--- src/rtl/instr_fetch_if.sv ---
// rtl/instr_fetch_if.sv - fetch-stage bus bundle: mode/redirect, ROM, external memory, decode handoff
interface instr_fetch_if #(
    parameter int ADDR_W  = 16,
    parameter int ROM_AW  = 8,
    parameter int INSTR_W = 32
);
    logic               boot_mode;
    logic               instr_mem_over;
    logic               jmp_valid;
    logic [ADDR_W-1:0]  jmp_addr;
    logic [ROM_AW-1:0]  rom_addr;
    logic [INSTR_W-1:0] rom_data;
    logic               mem_req;
    logic [ADDR_W-1:0]  mem_addr;
    logic               mem_ack;
    logic [INSTR_W-1:0] mem_data;
    logic               instr_valid;
    logic [INSTR_W-1:0] instr_data;
    logic [ADDR_W-1:0]  instr_pc;
    logic               instr_ready;

    modport master (
        input  boot_mode, instr_mem_over, jmp_valid, jmp_addr,
        output rom_addr,
        input  rom_data,
        output mem_req, mem_addr,
        input  mem_ack, mem_data,
        output instr_valid, instr_data, instr_pc,
        input  instr_ready
    );

    modport slave (
        output boot_mode, instr_mem_over, jmp_valid, jmp_addr,
        input  rom_addr,
        output rom_data,
        input  mem_req, mem_addr,
        output mem_ack, mem_data,
        input  instr_valid, instr_data, instr_pc,
        output instr_ready
    );
endinterface

--- src/rtl/instr_fetch.sv ---
// rtl/instr_fetch.sv - instruction fetch from boot ROM or external memory into a 2-entry prefetch FIFO
module instr_fetch #(
    parameter int ADDR_W  = 16,
    parameter int ROM_AW  = 8,
    parameter int INSTR_W = 32
) (
    input  logic          clk,
    input  logic          rst,
    instr_fetch_if.master bus
);
    typedef enum logic [1:0] {IDLE, ROM_WAIT, MEM_WAIT, MEM_DISCARD} state_t;

    state_t             state;
    logic [ADDR_W-1:0]  pc;
    logic [ADDR_W-1:0]  fetch_pc;
    logic [1:0]         count;
    logic [1:0]         count_next;
    logic [INSTR_W-1:0] tail_data;
    logic [ADDR_W-1:0]  tail_pc;

    logic               pop;
    logic               push;
    logic [INSTR_W-1:0] push_data;
    logic               inflight;
    logic               space_ok;
    logic               can_issue;
    logic               src_rom;

    always_comb begin
        pop       = bus.instr_valid & bus.instr_ready;
        inflight  = (state == ROM_WAIT) || (state == MEM_WAIT);
        // A ROM_WAIT response lands this cycle, so it is counted against the space just like a queued entry.
        space_ok  = ({1'b0, count} + {2'b00, inflight}) < (3'd2 + {2'b00, pop});
        can_issue = space_ok & ~bus.jmp_valid & ((state == IDLE) || (state == ROM_WAIT));
        src_rom   = bus.boot_mode & ~bus.instr_mem_over;
        push      = 1'b0;
        push_data = bus.rom_data;
        if (!bus.jmp_valid) begin
            if (state == ROM_WAIT) begin
                push = 1'b1;
            end else if ((state == MEM_WAIT) && bus.mem_ack) begin
                push      = 1'b1;
                push_data = bus.mem_data;
            end
        end
        count_next = count + {1'b0, push} - {1'b0, pop};
    end

    always_ff @(posedge clk or posedge rst) begin
        if (rst) begin
            state        <= IDLE;
            pc           <= '0;
            fetch_pc     <= '0;
            bus.mem_req  <= 1'b0;
            bus.mem_addr <= '0;
            bus.rom_addr <= '0;
        end else begin
            if (bus.jmp_valid) begin
                pc <= bus.jmp_addr;
            end else if (can_issue) begin
                pc <= pc + ADDR_W'(1);
            end
            case (state)
                IDLE, ROM_WAIT: begin
                    if (can_issue) begin
                        fetch_pc <= pc;
                        if (src_rom) begin
                            bus.rom_addr <= pc[ROM_AW-1:0];
                            state        <= ROM_WAIT;
                        end else begin
                            bus.mem_req  <= 1'b1;
                            bus.mem_addr <= pc;
                            state        <= MEM_WAIT;
                        end
                    end else begin
                        state <= IDLE;
                    end
                end
                MEM_WAIT: begin
                    if (bus.mem_ack) begin
                        bus.mem_req <= 1'b0;
                        state       <= IDLE;
                    end else if (bus.jmp_valid) begin
                        state <= MEM_DISCARD;
                    end
                end
                MEM_DISCARD: begin
                    if (bus.mem_ack) begin
                        bus.mem_req <= 1'b0;
                        state       <= IDLE;
                    end
                end
                default: state <= IDLE;
            endcase
        end
    end

    // Head entry lives directly in the output registers; tail is the second slot.
    always_ff @(posedge clk or posedge rst) begin
        if (rst) begin
            count           <= 2'd0;
            bus.instr_valid <= 1'b0;
            bus.instr_data  <= '0;
            bus.instr_pc    <= '0;
            tail_data       <= '0;
            tail_pc         <= '0;
        end else if (bus.jmp_valid) begin
            count           <= 2'd0;
            bus.instr_valid <= 1'b0;
        end else begin
            case (count)
                2'd0: begin
                    if (push) begin
                        bus.instr_data <= push_data;
                        bus.instr_pc   <= fetch_pc;
                    end
                end
                2'd1: begin
                    if (push && pop) begin
                        bus.instr_data <= push_data;
                        bus.instr_pc   <= fetch_pc;
                    end else if (push) begin
                        tail_data <= push_data;
                        tail_pc   <= fetch_pc;
                    end
                end
                default: begin
                    if (pop) begin
                        bus.instr_data <= tail_data;
                        bus.instr_pc   <= tail_pc;
                        if (push) begin
                            tail_data <= push_data;
                            tail_pc   <= fetch_pc;
                        end
                    end
                end
            endcase
            count           <= count_next;
            bus.instr_valid <= (count_next != 2'd0);
        end
    end
endmodule

--- src/flat_wrapper.sv ---
// flat-port wrapper written by rule: the top's interface ports become plain ports
module instr_fetch_flat 
#(
    parameter int ADDR_W  = 16,
    parameter int ROM_AW  = 8,
    parameter int INSTR_W = 32
)
  (clk, rst, bus_boot_mode, bus_instr_mem_over, bus_jmp_valid, bus_jmp_addr, bus_rom_addr, bus_rom_data, bus_mem_req, bus_mem_addr, bus_mem_ack, bus_mem_data, bus_instr_valid, bus_instr_data, bus_instr_pc, bus_instr_ready);
  instr_fetch_if #(.ADDR_W(ADDR_W), .ROM_AW(ROM_AW), .INSTR_W(INSTR_W)) bus_i ();
  input  logic clk;
  input  logic rst;
  input wire logic [$bits(bus_i.boot_mode)-1:0] bus_boot_mode;
  input wire logic [$bits(bus_i.instr_mem_over)-1:0] bus_instr_mem_over;
  input wire logic [$bits(bus_i.jmp_valid)-1:0] bus_jmp_valid;
  input wire logic [$bits(bus_i.jmp_addr)-1:0] bus_jmp_addr;
  output wire logic [$bits(bus_i.rom_addr)-1:0] bus_rom_addr;
  input wire logic [$bits(bus_i.rom_data)-1:0] bus_rom_data;
  output wire logic [$bits(bus_i.mem_req)-1:0] bus_mem_req;
  output wire logic [$bits(bus_i.mem_addr)-1:0] bus_mem_addr;
  input wire logic [$bits(bus_i.mem_ack)-1:0] bus_mem_ack;
  input wire logic [$bits(bus_i.mem_data)-1:0] bus_mem_data;
  output wire logic [$bits(bus_i.instr_valid)-1:0] bus_instr_valid;
  output wire logic [$bits(bus_i.instr_data)-1:0] bus_instr_data;
  output wire logic [$bits(bus_i.instr_pc)-1:0] bus_instr_pc;
  input wire logic [$bits(bus_i.instr_ready)-1:0] bus_instr_ready;
  assign bus_i.boot_mode = bus_boot_mode;
  assign bus_i.instr_mem_over = bus_instr_mem_over;
  assign bus_i.jmp_valid = bus_jmp_valid;
  assign bus_i.jmp_addr = bus_jmp_addr;
  assign bus_rom_addr = bus_i.rom_addr;
  assign bus_i.rom_data = bus_rom_data;
  assign bus_mem_req = bus_i.mem_req;
  assign bus_mem_addr = bus_i.mem_addr;
  assign bus_i.mem_ack = bus_mem_ack;
  assign bus_i.mem_data = bus_mem_data;
  assign bus_instr_valid = bus_i.instr_valid;
  assign bus_instr_data = bus_i.instr_data;
  assign bus_instr_pc = bus_i.instr_pc;
  assign bus_i.instr_ready = bus_instr_ready;
  instr_fetch #(.ADDR_W(ADDR_W), .ROM_AW(ROM_AW), .INSTR_W(INSTR_W)) u_core (.clk(clk), .rst(rst), .bus(bus_i));
endmodule
--- config.mk ---
export PLATFORM = sky130hd
export DESIGN_NAME = instr_fetch_flat
export DESIGN_NICKNAME = d
export VERILOG_FILES = /design/src/rtl/instr_fetch_if.sv /design/src/rtl/instr_fetch.sv /design/src/flat_wrapper.sv
export SDC_FILE = /design/constraint.sdc
export NUM_CORES = 1
export LEC_CHECK = 0
export CAP_MARGIN = 20
export CORE_ASPECT_RATIO = 1.1
export CORE_MARGIN = 2
export CORE_UTILIZATION = 50
export CTS_BUF_LIST = sky130_fd_sc_hd__clkbuf_4 sky130_fd_sc_hd__clkbuf_8
export CTS_CLUSTER_SIZE = 20
export DETAILED_ROUTE_END_ITERATION = 8
export GPL_ROUTABILITY_DRIVEN = 0
export GPL_TIMING_DRIVEN = 0
export PLACE_DENSITY = 0.78
export SLEW_MARGIN = 20
export SYNTH_ARGS = -nofsm -noshare
export SYNTH_HDL_FRONTEND = slang
export SYNTH_SLANG_ARGS = --single-unit
--- constraint.sdc ---
create_clock -name clk -period 6.6 [get_ports clk]
set_input_delay 0.66 -clock clk [delete_from_list [all_inputs] [get_ports clk]]
set_output_delay 0.66 -clock clk [all_outputs]
set_load 0.005 [all_outputs]
After elaboration in Yosys (flattened, before gate mapping)
Index checks and enable logic that the tools add are counted.

operators by class
  $add $sub $neg = 5
  $lt $le $gt $ge = 1
  eq/ne operators = 12
  muxes and demuxes = 35
  bitwise operators = 8
  reduce and logical (&&, ||, !) cells = 19

operators by type and width
  operator                 number
  $mux W32                 8
  $mux W16                 8
  $pmux W32 S2             2
  $pmux W16 S2             2
  $add A16 B1 Y16 const B  1
  $mux W2                  6
  $reduce_and A3 Y1        3
  $ne A2 B1 Y1 const B     4
  $reduce_and A4 Y1        2
  $mux W1                  7
  $ne A2 B2 Y1 const B     3
  $pmux W2 S3              1
  $reduce_bool A2 Y1       3
  $and A1 B1 Y1            4
  $eq A2 B1 Y1 const B     2
  $eq A2 B2 Y1 const B     2
  $logic_not A2 Y1         2
  $not A1 Y1               4
  $reduce_and A2 Y1        2
  $reduce_or A2 Y1         2
  $add A2 B1 Y3            1
  $add A2 B1 Y3 const A    1
  $lt A3 B3 Y1             1
  $ne A3 B3 Y1 const B     1
  6 further kinds          8

storage, ports and cells
  flip-flop bits (word level) = 158
  input bits = 87
  output and inout bits = 74
  logic and storage cells = 92

Depth between registers and ports, before layout
Gate-level depths: netlist of the first run.

  depth in word-level cells = 9
  gate-level depth with buffers = 10
  mapped depth without buffers = 9

Worst setup path after synthesis of the first run
Ideal clock, no wire load.

  path type = reg2reg
  start = reg u_core.state[0]
  end = reg u_core.bus.rom_addr[0]
  library setup time = 0.125 ns
  arrival = 2.394 ns
  required time = 6.475 ns
  path slack = 4.082 ns
  cell stages (with the launch flop) = 11
  buffers on the path = 2
  clock period less this slack = 2.518 ns
  path through = dfrtp_1 inv_1 ha_1 ha_1 ha_1 buf_2 inv_1 o211ai_1 or2_2 buf_2 mux2_2

between the ends
  cells in the longest elaborated chain, start to end = 7
  elaborated cells between the ends (all ways) = 11
  those cells by class = add/sub: 1; order compare: 1; eq/ne: 2; bitwise: 2; reduce/logical: 5

ends and longest elaborated chain
  what                                                 RTL line                                                 RTL
  from (decl)                                          instr_fetch.sv:13                                        state_t state;
  from (signal assigned)                               instr_fetch.sv:51                                        state <= IDLE;
  from (signal assigned)                               instr_fetch.sv:69                                        state <= ROM_WAIT;
  from (signal assigned)                               instr_fetch.sv:73                                        state <= MEM_WAIT;
  $eq A2 B1 Y1 / $eq A2 B2 Y1 (equally long branches)  instr_fetch.sv:31, instr_fetch.sv:34, instr_fetch.sv:63
  $logic_or A1 B1 Y1                                   instr_fetch.sv:31                                        inflight = (state == ROM_WAIT) || (state == MEM_WAIT);
  $add A2 B1 Y3                                        instr_fetch.sv:33                                        space_ok = ({1'b0, count} + {2'b00, inflight}) < (3'd2 + {2'b00, pop});
  $lt A3 B3 Y1                                         instr_fetch.sv:33
  $and A1 B1 Y1 (2 in a row)                           instr_fetch.sv:34                                        can_issue = space_ok & ~bus.jmp_valid & ((state == IDLE) || (state == ROM_WAIT));
  $reduce_and A3 Y1 (no source line) *                 --
  to (signal assigned)                                 instr_fetch.sv:68                                        bus.rom_addr <= pc[ROM_AW-1:0];
  to (decl)                                            instr_fetch_if.sv:24                                     output rom_addr,

Every way passes the cells marked *; elsewhere a longest branch is shown, timed or not.
A chain may end at the register's enable or synchronous reset.

Worst setup path in the final report of the first run
  start = reg u_core.state[0]
  end = reg u_core.bus.rom_addr[5]

Same word-level chain as after synthesis.

==> qor.txt, run 1 <==
Synth top area share = 52.68%
Most common cell after layout, fill and taps aside = clkdlybuf4s50_1
Final period util = 46.01%
Num ports = 161
Die Ht = 132.5 um
Max frequency = 329.3 MHz
CTS Buf Count = 17
Post-synth EDFFs = 0
Layout cells sized above 1 = 26.77%
Post-CTS setup buffers = 0
Max-Cap Viols = 0
Critical Path Most Common Cell = ha_1
N_diodes = 0
Worst hold start = u_core.tail_pc[2]
Initial Util = 51.55%
Area leader, netlist = dfrtp_1
Slowest CP cell = o211ai_1
Crit path from = u_core.state[0]
Final Instance Area = 9806 um^2
Fill count = 1090
Pwr Total = 0.004179 W
Insertion delay to the later sink of the worst-skew pair = 0.47 ns
Met3 WL post-DR = 1.119 mm
Crit-path cells = inv_1, ha_1, ha_1, ha_1, buf_2, inv_1, o211ai_1, or2_2, buf_2, mux2_2
Core region area = 14560 um^2
CTS max path bufs = 2
Htree depth = 4
Power Internal = 0.002851 W
Mapped Cells = 585
CTS tree = yes
Global-route wire length before repair = 27.86 mm
GRT Util Overall = 22.23%
Mapped Area = 7506 um^2
CP startpoint kind = flip-flop
Highest metal used = met4
CTS Sinks = 158
Die Area = 16010 um^2
Number of global-route vias before repair = 5524
Max incr delay on CP = 0.61 ns
PostCTS Resize Cnt = 0
Nets = 860
Switching Share = 31.80%
Hold Fails Final Rpt = 0
Vias = 5259
FFs w/ async S/R, synth = 100.0%
Worst EP arrival = 3.39 ns
Sequential element share of the synthesized area = 52.68%
Maximum VDD drop = 256.0 uV
Yosys cell types = 48
Most frequent cells in the layout = clkdlybuf4s50_1 (159), dfrtp_1 (158), mux2_2 (132)
Post-DP Area = 9373 um^2
DPL Wire Length = 12.51 mm
Die width = 120.8 um
DR iter-0 viols = 295
Met2 WL post-DR = 8.697 mm
Clk_skew = 0.01141 ns
Mapped Nets = 681
Sequential power share = 39.9%
Critical path peak fanout = 9
Critical Path RT = 6.95 ns
Setup TNS = 0 ns
DRT antenna net count = 0
Static Leak = 4.443 nW
Largest net degree at the start of global routing = 85
I/O Buffers = 159
Ys Warns = 0
Critical path capture point type = flip-flop
Slew headroom = 50.72%
Tmin final = 3.037 ns
Routed len/inst = 17.81 um
Slew Limit Fails = 0
Setup CP Type = reg -> reg
Flops & latches, synth = 158
Worst Tran Pin Value = 0.7359 ns
Hold Buf Count CTS = 0
Row Count = 46
P_sw = 0.001329 W
Leading post-synthesis cells by cell area = dfrtp_1 (53%), mux2_2 (20%), mux2i_1 (8.7%)
Synthesis-to-layout area growth = 30.64%
Vias/cell = 5.427
Power share of the clock group = 18.5%
Synth Flop Type = dfrtp_1
Outcome = completed
Initial antenna violation count = 0
Hold Path Class = reg -> reg
GR Overflow Total = 0
DRC violations left = 0
Post-Route WL = 17.26 mm
Root Driver = clkbuf_8
RSZ-0062 raised after global routing = false
Final Setup Violations = 0
Clock transition at path regs = 0.09 ns
DRT Pass-1 Iters = 5
Pwr dens = 426.2 nW/um^2
Metal-1 WL = 7.186 mm
Logic pwr share = 41.6%
Mapped Avg Cell Area = 12.83 um^2
Reg-to-reg startpoint = u_core.state[0]
worst max-delay path: cells and delay by family, from the launching register on:
kind	cells	cell delay [ns]
AOI/OAI and AO/OA	1	0.61
buffers and inverters	4	0.57
adders and majority gates	3	0.74
muxes	1	0.37
and+or+nand+nor	1	0.22
DFF	1	0.40
flip-flops by register name, indices dropped and copies added, names as in the netlist:
register,count
u_core.fetch_pc,16
u_core.bus.mem_req,1
u_core.bus.rom_addr,8
u_core.tail_pc,16
u_core.tail_data,32
u_core.bus.instr_data,32
u_core.pc,16
u_core.state,2
u_core.bus.instr_valid,1
u_core.bus.instr_pc,16
u_core.count,2
u_core.bus.mem_addr,16
Yosys cell counts, drive strengths merged, types with 6 or more instances:
cell      n
nor2     10
inv      43
a31oi     6
ha        9
nand3     6
or4       6
nand2    31
o21ai    18
buf      21
mux2    141
dfrtp   158
xnor2     6
mux2i    65
clkbuf   10
power by group through the flow:
stage | registers [W] | clock network [W] | logic [W]
floorplan | 0.00164 | 0 | 0.00100
global placement | 0.00166 | 0 | 0.00169
detailed placement | 0.00169 | 0 | 0.00175
CTS | 0.00167 | 0.000781 | 0.00177
global route | 0.00173 | 0.000830 | 0.00189
finish | 0.00167 | 0.000772 | 0.00174
worst paths after layout:
check                                             to  slack (ns)  depth (start not counted)
hold / removal                     u_core.tail_pc[2]        0.51                          1
setup / recovery              u_core.bus.rom_addr[5]        3.56                         10
setup reg to reg              u_core.bus.rom_addr[5]        3.56                         10
min in group asynchronous  u_core.bus.instr_data[30]        0.66                          2
max in group asynchronous         u_core.tail_pc[11]        5.16                          3
hold reg to reg                    u_core.tail_pc[2]        0.51                          1
area by class of cell:
type	instances	area, um^2	area share, %
tap	192	240.2	2.450
inverter	43	168.9	1.723
buffer	31	162.7	1.659
sequential	158	3954	40.32
multi-input combinational	353	3228	32.92
clock buffer	18	247.7	2.526
clock inverter	14	185.2	1.888
timing repair buffer	160	1619	16.51
kinds of logic after synthesis:
family	count (synthesis)	share of synthesized area [%]
adder cells (fa/ha/maj)	9	1.500
multiplexers	206	30.27
AO/OA/AOI/OAI	53	4.884
buffers and inverters	74	4.317
XOR/XNOR	6	0.7001
flip-flops	158	52.68
AND/OR/NAND/NOR	79	5.651
metal layers:
layer	vias up	track usage, %
met1	2581	28.08
met5	-	0
met2	221	37.92
met4	0	7.171
met3	30	4.828
li1	2427	-
per-stage QoR:
| step | utilization [%] | cells | setup WS [ns] | hold slack [ns] |
|---|---|---|---|---|
| final | 67.34 | 969 | 3.563 | 0.5088 |
| after global placement | 64.13 | 936 | -0.2283 | 0.4801 |
| after floorplan | - | 585 | 1.677 | 0.4584 |
| after detailed placement | 64.37 | 937 | 3.575 | 0.4919 |
| after CTS | 67.34 | 969 | 3.542 | 0.5127 |
| after global routing | 67.34 | 969 | 3.417 | 0.5298 |
Note: power is estimated with default switching activity, not from simulation.
==> run 2, diff against run 1 <==
--- a/config.mk
+++ b/config.mk
@@ -8,7 +8,7 @@
 export CAP_MARGIN = 20
 export CORE_ASPECT_RATIO = 1.1
 export CORE_MARGIN = 2
-export CORE_UTILIZATION = 50
+export CORE_UTILIZATION = 48
 export CTS_BUF_LIST = sky130_fd_sc_hd__clkbuf_4 sky130_fd_sc_hd__clkbuf_8
 export CTS_CLUSTER_SIZE = 20
 export DETAILED_ROUTE_END_ITERATION = 8
==> constraint.sdc (replaced) <==
create_clock -name clk -period 2.55 [get_ports clk]
set_input_delay 0.255 -clock clk [delete_from_list [all_inputs] [get_ports clk]]
set_output_delay 0.255 -clock clk [all_outputs]
set_load 0.005 [all_outputs]
==> run 2 against run 1 <==
Flip-flop and latch count unchanged. Critical path depth down 1. Clock-buffer cell count is 3 higher. Worst hold slack got worse by 0.31 ns. Global-route usage down 0.16 points. Maximum frequency up 24%. First-iteration DRC count fell by 21%. Wire length increased by 1.0%. Die area up 4.0%. Clock skew grew 0.00050 ns. Critical path type unchanged.
==> qor.txt, run 2 (synthesis results as in run 1) <==
Row Count = 47
Hold Buf Count CTS = 0
Max frequency = 409.1 MHz
I/O Buffers = 159
Critical Path RT = 2.87 ns
Most common cell after layout, fill and taps aside = clkdlybuf4s50_1
Global route hottest layer = met2
Max-Cap Viols = 0
Setup CP Type = reg -> reg
GRT met2 Usage = 37.85%
Most frequent cells in the layout = clkdlybuf4s50_1 (159), dfrtp_1 (158), mux2_2 (132)
Fin util = 65.16%
DRC violations left = 0
Core region area = 15170 um^2
Die Ht = 135.2 um
Largest net degree at the start of global routing = 37
RSZ-0062 raised after global routing = false
GR Overflow Total = 0
Slew headroom = 58.92%
CTS Buf Count = 17
Pwr dens = 1097 nW/um^2
Reg-to-reg startpoint = u_core.state[0]
DPL Wire Length = 12.73 mm
Met1 Usage GRT = 27.42%
Slew Limit Fails = 0
Worst EP arrival = 2.77 ns
Fill count = 1139
Clock transition at path regs = 0.08 ns
DR iter-0 viols = 232
Outcome = completed
Clk_skew = 0.01192 ns
M3 GR Usage = 4.503%
Initial Util = 49.47%
CTS Sinks = 158
Final Setup Violations = 0
Post-Route WL = 17.44 mm
DRT antenna net count = 0
Tmin final = 2.444 ns
CTS tree = yes
CTS max path bufs = 2
Top Registers = u_core.bus.instr_data: 32 flops, u_core.tail_data: 32 flops
Nets = 865
CP startpoint kind = flip-flop
Insertion delay to the later sink of the worst-skew pair = 0.45 ns
Critical path capture point type = flip-flop
Root Driver = clkbuf_8
Vias = 5245
Routed len/inst = 17.85 um
Worst Tran Pin Value = 0.6162 ns
Global-route wire length before repair = 28.08 mm
Crit path from = u_core.state[0]
Number of global-route vias before repair = 5527
Die Area = 16660 um^2
Num ports = 161
Htree depth = 4
Hold Path Class = in -> async
Maximum VDD drop = 661.9 uV
Vias/cell = 5.368
Non-filler cells, final = 977
Hold Fails Final Rpt = 0
Synthesis-to-layout area growth = 31.71%
GRT Util Overall = 22.08%
DRT Pass-1 Iters = 4
Critical path peak fanout = 10
Static Leak = 4.499 nW
Final period util = 95.86%
Layout cells sized above 1 = 27.27%
Placed Cells = 944
Die width = 123.2 um
N_diodes = 0
Initial antenna violation count = 0
==> run 2: changes by cell type in the layout (fill, tap and decap cells not counted), moves of 2 or more <==
cell / delta
clkbuf_4: +2
buf_4: +3
buf_12: +4
clkinv_2: +4
inv_8: -3
buf_2: -2
clkinvlp_4: -4
clkbuf_8: +3
==> run 2: metal layers <==
layer  routed length, um  vias to the layer above
met5                   0                        -
met4                 334                        0
met3                1181                       31
met2                8794                      211
met1                7131                     2573
li1                    -                     2430
==> run 2: per-stage QoR <==
step / area, um^2 / power [W] / hold WS [ns] / worst slack, ns / TNS [ns]
after CTS: 9868 / 0.01096 / 0.1623 / 0.03768 / 0
after detailed placement: 9427 / 0.008925 / 0.4903 / -0.4404 / -7.496
final: 9886 / 0.01085 / 0.2009 / 0.1056 / 0
after global placement: 9346 / 0.008693 / 0.4822 / -0.9177 / -150.56
after floorplan: 7510 / 0.006832 / 0.3441 / 0.03176 / 0
after global routing: 9886 / 0.01157 / 0.1944 / 0.006911 / 0
==> run 2: where the power goes <==
part / internal [W] / switching (W)
clock network: 0.00106 / 0.000886
registers: 0.00363 / 0.000705
logic: 0.00279 / 0.00177
==> run 2: cell type report <==
cell class	count	area, um^2	area share [%]
inverters	43	165.2	1.671
repair buffers	166	1694	17.14
clock inverters	10	136.4	1.380
flip-flops and latches	158	3954	39.99
well taps	196	245.2	2.481
plain buffers	30	163.9	1.658
multi-input cells	353	3238	32.76
clock buffers	21	289.0	2.924
==> run 2: worst max-delay path, cell delays in order, from the launching register on <==
cell and delay [ns]:
dfrtp_1 0.40, inv_1 0.07, ha_1 0.29, ha_1 0.18, ha_1 0.26, buf_2 0.17, a21o_1 0.23, clkbuf_4 0.21
o41ai_1 0.37, o211ai_1 0.13
==> run 2: final timing paths <==
| check | to | slack, ns | cells after the start |
|---|---|---|---|
| worst max-delay path | u_core.pc[15] | 0.11 | 9 |
| worst min-delay path | u_core.bus.instr_data[29] | 0.20 | 2 |
| worst max register to register | u_core.pc[15] | 0.11 | 9 |
| worst min register to register | u_core.tail_pc[0] | 0.50 | 1 |
| max in group asynchronous | u_core.tail_data[6] | 1.28 | 5 |
| min in group clk | u_core.count[0] | 0.21 | 2 |
==> run 2: repair_timing <==
action,in CTS,in global routing
setup endpoints to repair,38,28
gates resized for setup,1,5
pin swaps,2,0
setup buffers,2,1
